[src/rtl/riscv_lsu.sv]
// Load-store unit: accepts one core load/store at a time, runs a word-addressed
// memory request/ready handshake and returns extended load data or a fault.
module riscv_lsu #(
  parameter int unsigned MEM_TIMEOUT = 32'd255
) (
  input  logic        clk_i,
  input  logic        rst_i,
  input  logic        core_req_i,
  input  logic        core_we_i,
  input  logic [2:0]  core_size_i,
  input  logic [31:0] core_addr_i,
  input  logic [31:0] core_wd_i,
  output logic [31:0] core_rd_o,
  output logic        core_stall_o,
  output logic        lsu_fault_o,
  output logic        mem_req_o,
  output logic        mem_we_o,
  output logic [3:0]  mem_be_o,
  output logic [31:0] mem_addr_o,
  output logic [31:0] mem_wd_o,
  input  logic [31:0] mem_rd_i,
  input  logic        mem_ready_i
);

  localparam logic [1:0] ST_IDLE = 2'd0;
  localparam logic [1:0] ST_BUSY = 2'd1;
  localparam logic [1:0] ST_RESP = 2'd2;

  localparam int unsigned CNT_W = (MEM_TIMEOUT > 32'd1) ? $clog2(MEM_TIMEOUT + 32'd1) : 1;
  localparam logic [CNT_W-1:0] CNT_LAST = CNT_W'(MEM_TIMEOUT - 32'd1);
  localparam logic TIMEOUT_EN = (MEM_TIMEOUT != 32'd0);

  function automatic logic size_legal(input logic [2:0] size, input logic [1:0] off);
    logic ok;
    case (size)
      3'd0, 3'd4: ok = 1'b1;
      3'd1, 3'd5: ok = (off[0] == 1'b0);
      3'd2:       ok = (off == 2'b00);
      default:    ok = 1'b0;
    endcase
    return ok;
  endfunction

  function automatic logic [3:0] byte_en(input logic [2:0] size, input logic [1:0] off);
    logic [3:0] be;
    case (size[1:0])
      2'd0:    be = 4'b0001 << off;
      2'd1:    be = 4'b0011 << off;
      2'd2:    be = 4'b1111;
      default: be = 4'b0000;
    endcase
    return be;
  endfunction

  function automatic logic [31:0] wr_data(input logic [2:0] size, input logic [31:0] wd);
    logic [31:0] d;
    case (size[1:0])
      2'd0:    d = {4{wd[7:0]}};
      2'd1:    d = {2{wd[15:0]}};
      default: d = wd;
    endcase
    return d;
  endfunction

  function automatic logic [31:0] load_ext(input logic [2:0] size, input logic [1:0] off,
                                           input logic [31:0] word);
    logic [7:0]  b;
    logic [15:0] h;
    logic [31:0] r;
    b = word[{off, 3'b000} +: 8];
    h = off[1] ? word[31:16] : word[15:0];
    case (size)
      3'd0:    r = {{24{b[7]}}, b};
      3'd4:    r = {24'd0, b};
      3'd1:    r = {{16{h[15]}}, h};
      3'd5:    r = {16'd0, h};
      3'd2:    r = word;
      default: r = 32'd0;
    endcase
    return r;
  endfunction

  logic [1:0]       state_r;
  logic [CNT_W-1:0] cnt_r;
  logic [2:0]       size_r;
  logic [1:0]       off_r;
  logic             mem_req_r;
  logic             mem_we_r;
  logic [3:0]       mem_be_r;
  logic [31:0]      mem_addr_r;
  logic [31:0]      mem_wd_r;
  logic [31:0]      rd_r;
  logic             tmo_fault_r;

  logic legal_s;
  logic timeout_s;
  logic stall_s;
  logic req_fault_s;

  // Access legality and timeout detection
  always_comb begin
    legal_s   = size_legal(core_size_i, core_addr_i[1:0]);
    timeout_s = TIMEOUT_EN && (cnt_r == CNT_LAST);
  end

  // Core-facing stall and request-fault; both forced low while in reset
  always_comb begin
    stall_s     = 1'b0;
    req_fault_s = 1'b0;
    if (rst_i) begin
      stall_s     = 1'b0;
      req_fault_s = 1'b0;
    end else begin
      case (state_r)
        ST_IDLE: begin
          if (core_req_i) begin
            stall_s     = legal_s;
            req_fault_s = !legal_s;
          end else begin
            stall_s     = 1'b0;
            req_fault_s = 1'b0;
          end
        end
        ST_BUSY: stall_s = 1'b1;
        ST_RESP: stall_s = 1'b0;
        default: stall_s = 1'b0;
      endcase
    end
  end

  // FSM, captured request, memory outputs and load result
  always_ff @(posedge clk_i) begin
    if (rst_i) begin
      state_r     <= ST_IDLE;
      cnt_r       <= '0;
      size_r      <= 3'd0;
      off_r       <= 2'd0;
      mem_req_r   <= 1'b0;
      mem_we_r    <= 1'b0;
      mem_be_r    <= 4'd0;
      mem_addr_r  <= 32'd0;
      mem_wd_r    <= 32'd0;
      rd_r        <= 32'd0;
      tmo_fault_r <= 1'b0;
    end else begin
      tmo_fault_r <= 1'b0;
      case (state_r)
        ST_IDLE: begin
          if (core_req_i && legal_s) begin
            state_r    <= ST_BUSY;
            cnt_r      <= '0;
            size_r     <= core_size_i;
            off_r      <= core_addr_i[1:0];
            mem_req_r  <= 1'b1;
            mem_we_r   <= core_we_i;
            mem_be_r   <= byte_en(core_size_i, core_addr_i[1:0]);
            mem_addr_r <= {core_addr_i[31:2], 2'b00};
            mem_wd_r   <= wr_data(core_size_i, core_wd_i);
          end else begin
            state_r <= ST_IDLE;
          end
        end
        ST_BUSY: begin
          if (mem_ready_i || timeout_s) begin
            state_r    <= ST_RESP;
            mem_req_r  <= 1'b0;
            mem_we_r   <= 1'b0;
            mem_be_r   <= 4'd0;
            mem_addr_r <= 32'd0;
            mem_wd_r   <= 32'd0;
            // A ready in the last allowed cycle still completes normally
            if (mem_ready_i) begin
              if (!mem_we_r) begin
                rd_r <= load_ext(size_r, off_r, mem_rd_i);
              end else begin
                rd_r <= rd_r;
              end
            end else begin
              tmo_fault_r <= 1'b1;
              rd_r        <= 32'd0;
            end
          end else begin
            cnt_r <= cnt_r + CNT_W'(1'b1);
          end
        end
        ST_RESP: state_r <= ST_IDLE;
        default: state_r <= ST_IDLE;
      endcase
    end
  end

  assign core_rd_o    = rd_r;
  assign core_stall_o = stall_s;
  assign lsu_fault_o  = req_fault_s | tmo_fault_r;
  assign mem_req_o    = mem_req_r;
  assign mem_we_o     = mem_we_r;
  assign mem_be_o     = mem_be_r;
  assign mem_addr_o   = mem_addr_r;
  assign mem_wd_o     = mem_wd_r;

endmodule

[config.mk]
export PLATFORM = sky130hd
export DESIGN_NAME = riscv_lsu
export DESIGN_NICKNAME = d
export VERILOG_FILES = /design/src/rtl/riscv_lsu.sv
export SDC_FILE = /design/constraint.sdc
export NUM_CORES = 1
export LEC_CHECK = 0
export ABC_AREA = 1
export CAP_MARGIN = 20
export CELL_PAD_IN_SITES_DETAIL_PLACEMENT = 1
export CELL_PAD_IN_SITES_GLOBAL_PLACEMENT = 2
export CORE_MARGIN = 4
export CORE_UTILIZATION = 23
export CTS_CLUSTER_DIAMETER = 150
export CTS_CLUSTER_SIZE = 10
export DETAILED_ROUTE_END_ITERATION = 10
export PLACE_DENSITY_LB_ADDON = 0.1
export SYNTH_ARGS = -nofsm -noshare
export SYNTH_HDL_FRONTEND = slang
export SYNTH_SLANG_ARGS = --single-unit
[constraint.sdc]
create_clock -name clk_i -period 2.1 [get_ports clk_i]
set_clock_uncertainty 0.1 [all_clocks]
set_input_delay 0.42 -clock clk_i [delete_from_list [all_inputs] [get_ports clk_i]]
set_output_delay 0.42 -clock clk_i [all_outputs]
set_load 0.03 [all_outputs]
# --- After elaboration in Yosys (flattened, before gate mapping) ---
# Index checks and enable logic that the tools add are counted.
# Widths: inputs -> output; s select.
word_totals:
  regBits: 118
  in_bits: 104
  output_inout_bits: 104
  word_cells: 84
op_classes:
  add_sub_neg: 1
  eq_ne: 16
  shifts: 3
  n_mux: 33
  bitwise: 4
  n_reduce_logical: 16
op_table:
  columns: ["op", "n"]
  rows:
  - ["$pmux 32 s2", 3]
  - ["$mux 32", 5]
  - ["$pmux 32 s5", 1]
  - ["$shiftx 32x6->8", 1]
  - ["$mux 16", 1]
  - ["$mux 8", 2]
  - ["$pmux 8 s2", 1]
  - ["$eq 3x3->1 const B", 4]
  - ["$pmux 4 s3", 1]
  - ["$mux 1", 10]
  - ["$reduce_and 3->1", 3]
  - ["$add 8x1->8 const B", 1]
  - ["$eq 8x8->1 const B", 1]
  - ["$mux 4", 2]
  - ["$ne 2x2->1 const B", 4]
  - ["$pmux 4 s2", 1]
  - ["$eq 3x1->1 const B", 2]
  - ["$eq 3x2->1 const B", 2]
  - ["$logic_not 2->1", 3]
  - ["$logic_not 3->1", 2]
  - ["$pmux 1 s2", 3]
  - ["$eq 2x1->1 const B", 2]
  - ["$pmux 2 s2", 1]
  - ["$reduce_or 2->1", 2]
  - ["13 further kinds", 15]

# --- Longest topological paths before layout ---
depth:
  word_depth: 8
  depth_mapped: 11
  depth_no_buf: 10

# --- Least setup slack after synthesis ---
# OpenSTA, ideal clock, no wires.
synth_path:
  kind: "input port to output port"
  startpoint: "input port core_req_i"
  endpoint: "output port lsu_fault_o"
  arrival_time_ps: 1632
  required_ps: 1580
  path_slack_ps: -52
  cell_stages: 5
  path_buffers: 2
  cell_sequence: "nor3b_1 buf_2 buf_2 nand2_1 o21bai_1"
synth_via:
  elab_chain_len: 4
synth_rtl:
  columns: ["element", "line", "rtl"]
  rows:
  - ["start, declared", "8", "input logic core_req_i,"]
  - ["$mux 1", "116", "if (core_req_i) begin"]
  - ["$mux 1", "114", "case (state_r)"]
  - ["$mux 1", "110", "if (rst_i) begin"]
  - ["$or 1x1->1", "194", "assign lsu_fault_o = req_fault_s | tmo_fault_r;"]
  - ["end, declared", "15", "output logic lsu_fault_o,"]
# No other way between the ends.

# --- Worst setup path in the final report ---
layout_path:
  startpoint: "input port core_addr_i[0]"
  endpoint: "output port core_stall_o"
layout_via:
  elab_chain_len: 5
  elab_cells_between_ends: 6
  cone_classes: "mux: 4; bitwise: 1; reduce/logical: 1"
layout_rtl:
  columns: ["element", "line", "rtl"]
  rows:
  - ["start, declared", "11", "input logic [31:0] core_addr_i,"]
  - ["$logic_not 2->1 / $not 1->1 (equally long branches)", "38, 37", null]
  - ["$pmux 1 s3 (*)", "35", "case (size)"]
  - ["$mux 1 (*)", "116", null]
  - ["$pmux 1 s2 (*)", "114", null]
  - ["$mux 1 (*)", "110", null]
  - ["end, declared", "14", "output logic core_stall_o,"]
# Every way passes the cells marked *; elsewhere a longest branch is shown, timed or not.

==> Flow_metrics.wiki <==
{| class="wikitable"
! Metric !! Value
|-
| Total power || 6.98 mW
|-
| Register cell area after layout || 0.00232 sq mm
|-
| Min Tclk post-route || 2.02 ns
|-
| TritonRoute pass-1 iters || 4
|-
| Number of CTS-inserted buffers || 17
|-
| Antenna-violating nets left || 0
|-
| Depth of the CTS H-tree || 4
|-
| Combined global-route utilization of all metal layers || 17.1%
|-
| Count of fill cells added during filler insertion || 3004
|-
| Die Footprint || 0.0271 sq mm
|-
| Horiz. Die Dim || 165 um
|-
| Via density per instance || 4.45
|-
| Final-report setup violation count || 0
|-
| Highest-count cells in the layout ignoring fill and taps || sky130_fd_sc_hd__nand2_1, sky130_fd_sc_hd__clkdlybuf4s50_1, sky130_fd_sc_hd__a21oi_1, sky130_fd_sc_hd__dfxtp_1, sky130_fd_sc_hd__nand3_1
|-
| Number of antenna violations at the first check in global routing || 0
|-
| Max clock buf depth || 2
|-
| I/O Buffers || 205
|-
| Final max-slew violation count || 0
|-
| Wire length of the first global-routing pass || 36100 um
|-
| MaxCap Viol Count || 0
|-
| Drc violations || 0
|-
| Number of standard cells in the layout, taps in and fillers out || 1410
|-
| Hold violation total from the final report || 0
|-
| Crit Path Class || input port to primary output
|-
| Clock tree from TritonCTS || yes
|-
| Total power per unit cell area || 774 mW/mm^2
|-
| Leading post-synthesis cells by cell area || sky130_fd_sc_hd__dfxtp_1, sky130_fd_sc_hd__nand2_1, sky130_fd_sc_hd__a21oi_1
|-
| Insertion delay of the later-clocked pin in the worst-skew pair || 0.41 ns
|-
| Y dimension of the die || 165 um
|-
| Register-to-Register Setup Slack || 0.30 ns
|-
| Initial cell density of the core || 23.3%
|-
| Most used DFF post-synth || sky130_fd_sc_hd__dfxtp_1
|-
| Worst Setup SP || core_addr_i[0]
|-
| Final weighted congestion in routability-driven placement || 0.804
|-
| Data arrival, critical path || 1.50 ns
|-
| Part of the cycle the worst path needs || 96.3%
|-
| Count of boundary I/O pins || 208
|-
| Leading cell type in the layout, fill and taps excluded || sky130_fd_sc_hd__nand2_1
|-
| Number of instances in the synthesized netlist || 853
|-
| Leakage power || 3.54 nW
|-
| Number of vias after detailed routing || 6274
|-
| Worst-margin pin slew || 0.940 ns
|-
| Total number of nets in the final design || 1179
|-
| Worst min path class || input port to flop
|-
| Largest driver fanout on the critical path || 3
|-
| Run status || complete, no violations
|-
| Area share of the largest cell type after synthesis || 41.1%
|-
| Master cell of the clock root buffer || sky130_fd_sc_hd__clkbuf_16
|-
| Number of antenna diodes || 0
|-
| Multi-input logic area || 0.00285 sq mm
|-
| Total wire length after detailed routing || 23100 um
|-
| Total clock sinks || 116
|-
| Largest vdd supply drop || 0.412 mV
|-
| Startpoint Class || input port
|-
| DP HPWL || 16700 um
|-
| Core area || 0.0242 sq mm
|-
| EDFF count, synth || 0
|-
| Remaining global-route overflow || 0
|-
| Critical register-to-register path startpoint || size_r[1]$_SDFFE_PP0P_
|-
| Via count of the first global-routing pass || 6424
|-
| Setup repair after global routing missed its margin || true
|-
| Kind of end point of the critical path || primary output
|-
| WL per Instance || 16.4 um
|-
| Yosys warning total || 0
|-
| Core Rows || 57
|-
| Synthesis-stage register bit count || 116
|-
| Start point of the worst hold path || rst_i
|-
| Netlist area before placement || 0.00565 sq mm
|-
| Cell taking the most area after synthesis || sky130_fd_sc_hd__dfxtp_1
|-
| CP required || 1.58 ns
|-
| Normalized max-slew margin || 37.3%
|-
| Number of DRC violations after detailed-routing iteration 0 || 191
|-
| Fmax achieved || 494 MHz
|-
| Area Growth Syn to Fin || 59.8%
|-
| Average size of a mapped cell || 6.62 sq um
|-
| Layout cell share with drive strength beyond 1 || 11.5%
|-
| Number of distinct library cells after synthesis || 26
|-
| Share of synthesized registers carrying an async set or reset || 0%
|-
| Seq/Total Area, Yosys || 41.1%
|-
| Maximum number of pins on one net before global-route repair || 83
|-
| Worst-path clk slew || 0.06 ns
|-
| Placed Instances || 1374
|-
| Core Util, Final || 37.2%
|}
-- layer usage --
metal  GRT usage, %  vias up  part of all wire [%]
li1               -     3198                     -
met1           21.4     2904                    45
met2           28.4      155                    47
met3           5.67       17                   7.3
met4           4.35        0                   1.0
met5              0        -                     0
-- state kept, by name (all words and copies together), names as in the netlist --
register,flops
mem_addr_o,30
mem_be_o,4
off_r,2
state_r,2
size_r,3
tmo_fault_r,1
cnt_r,8
mem_req_o,1
core_rd_o,32
mem_we_o,1
mem_wd_o,32
-- cells by family (layout without fill, tap and decap cells) --
| logic type | after synthesis | in the layout | synth area share (%) |
|---|---|---|---|
| adders and majority gates | 2 | 2 | 0.443 |
| buffers and inverters | 119 | 351 | 9.17 |
| other | 1 | 2 | 0.0664 |
| and+or+nand+nor | 465 | 465 | 35.3 |
| AOI/OAI and AO/OA | 148 | 148 | 13.6 |
| DFF | 116 | 116 | 41.1 |
| xor gates and xnor gates | 2 | 2 | 0.310 |
-- stage by stage --
stage / setup TNS (ns) / worst slack, ns / area (sq um) / hold WS [ns]
2_1_floorplan: 0 / 0.0622 / 5650 / 0.357
3_3_place_gp: -14.73 / -0.351 / 8330 / 0.348
3_5_place_dp: -16.13 / -0.362 / 8330 / 0.355
4_1_cts: 0 / 0.0155 / 9000 / 0.274
5_1_grt: -0.0380 / -0.0380 / 9020 / 0.279
6_report: 0 / 0.0773 / 9020 / 0.288
-- worst max-delay path, stage by stage --
cell	delay (ns)
sky130_fd_sc_hd__dlygate4sd2_1	0.27
sky130_fd_sc_hd__nor2_2	0.17
sky130_fd_sc_hd__nand3_2	0.10
sky130_fd_sc_hd__nand2_2	0.12
sky130_fd_sc_hd__nand2_4	0.07
sky130_fd_sc_hd__a21oi_2	0.11
sky130_fd_sc_hd__buf_4	0.13
sky130_fd_sc_hd__buf_12	0.11
-- what timing repair did --
item	4_1_cts	5_1_grt
setup endpoints to repair	3	1
gates cloned	0	0
endpoints found under the hold margin	0	0
buffers inserted	3	1
gates resized for setup	14	4
hold buffers	0	0
pin swaps	6	3
-- Yosys cell counts, types with 2 or more instances --
cell type                    n
sky130_fd_sc_hd__buf_6       4
sky130_fd_sc_hd__nor3b_1     2
sky130_fd_sc_hd__o21bai_1    2
sky130_fd_sc_hd__nor2_4      2
sky130_fd_sc_hd__nand2_1   269
sky130_fd_sc_hd__inv_1      58
sky130_fd_sc_hd__o21ai_0    22
sky130_fd_sc_hd__nand2_2     2
sky130_fd_sc_hd__dfxtp_1   116
sky130_fd_sc_hd__or2_2      17
sky130_fd_sc_hd__a21oi_1   116
sky130_fd_sc_hd__buf_2      21
sky130_fd_sc_hd__nand3_1   101
sky130_fd_sc_hd__buf_4       4
sky130_fd_sc_hd__inv_2       2
sky130_fd_sc_hd__nor2_1     51
sky130_fd_sc_hd__nand4_1    18
sky130_fd_sc_hd__ha_1        2
sky130_fd_sc_hd__o21a_1      8
sky130_fd_sc_hd__clkbuf_1   30
-- report_power, final --
group / switching [mW] / total, mW / internal, mW
clock: 1.18 / 3.21 / 2.03
combinational: 0.790 / 1.41 / 0.617
sequential: 0.0626 / 2.36 / 2.30
-- cell type report --
cell class / count / share of cell area, %
multi-input combinational: 619 / 31.6
tap: 324 / 4.49
inverter: 60 / 2.50
clock inverter: 14 / 2.25
timing repair buffer: 259 / 28.5
sequential: 116 / 25.8
clock buffer: 18 / 4.87
-- worst paths after layout --
check / endpoint / cells after the start
setup / recovery: core_stall_o / 8
hold / removal: cnt_r[3]$_SDFFE_PP0P_ / 3
setup reg to reg: core_rd_o[1]$_SDFFE_PP0P_ / 5
hold reg to reg: core_rd_o[1]$_SDFFE_PP0P_ / 2
Note: power is estimated with default switching activity, not from simulation.
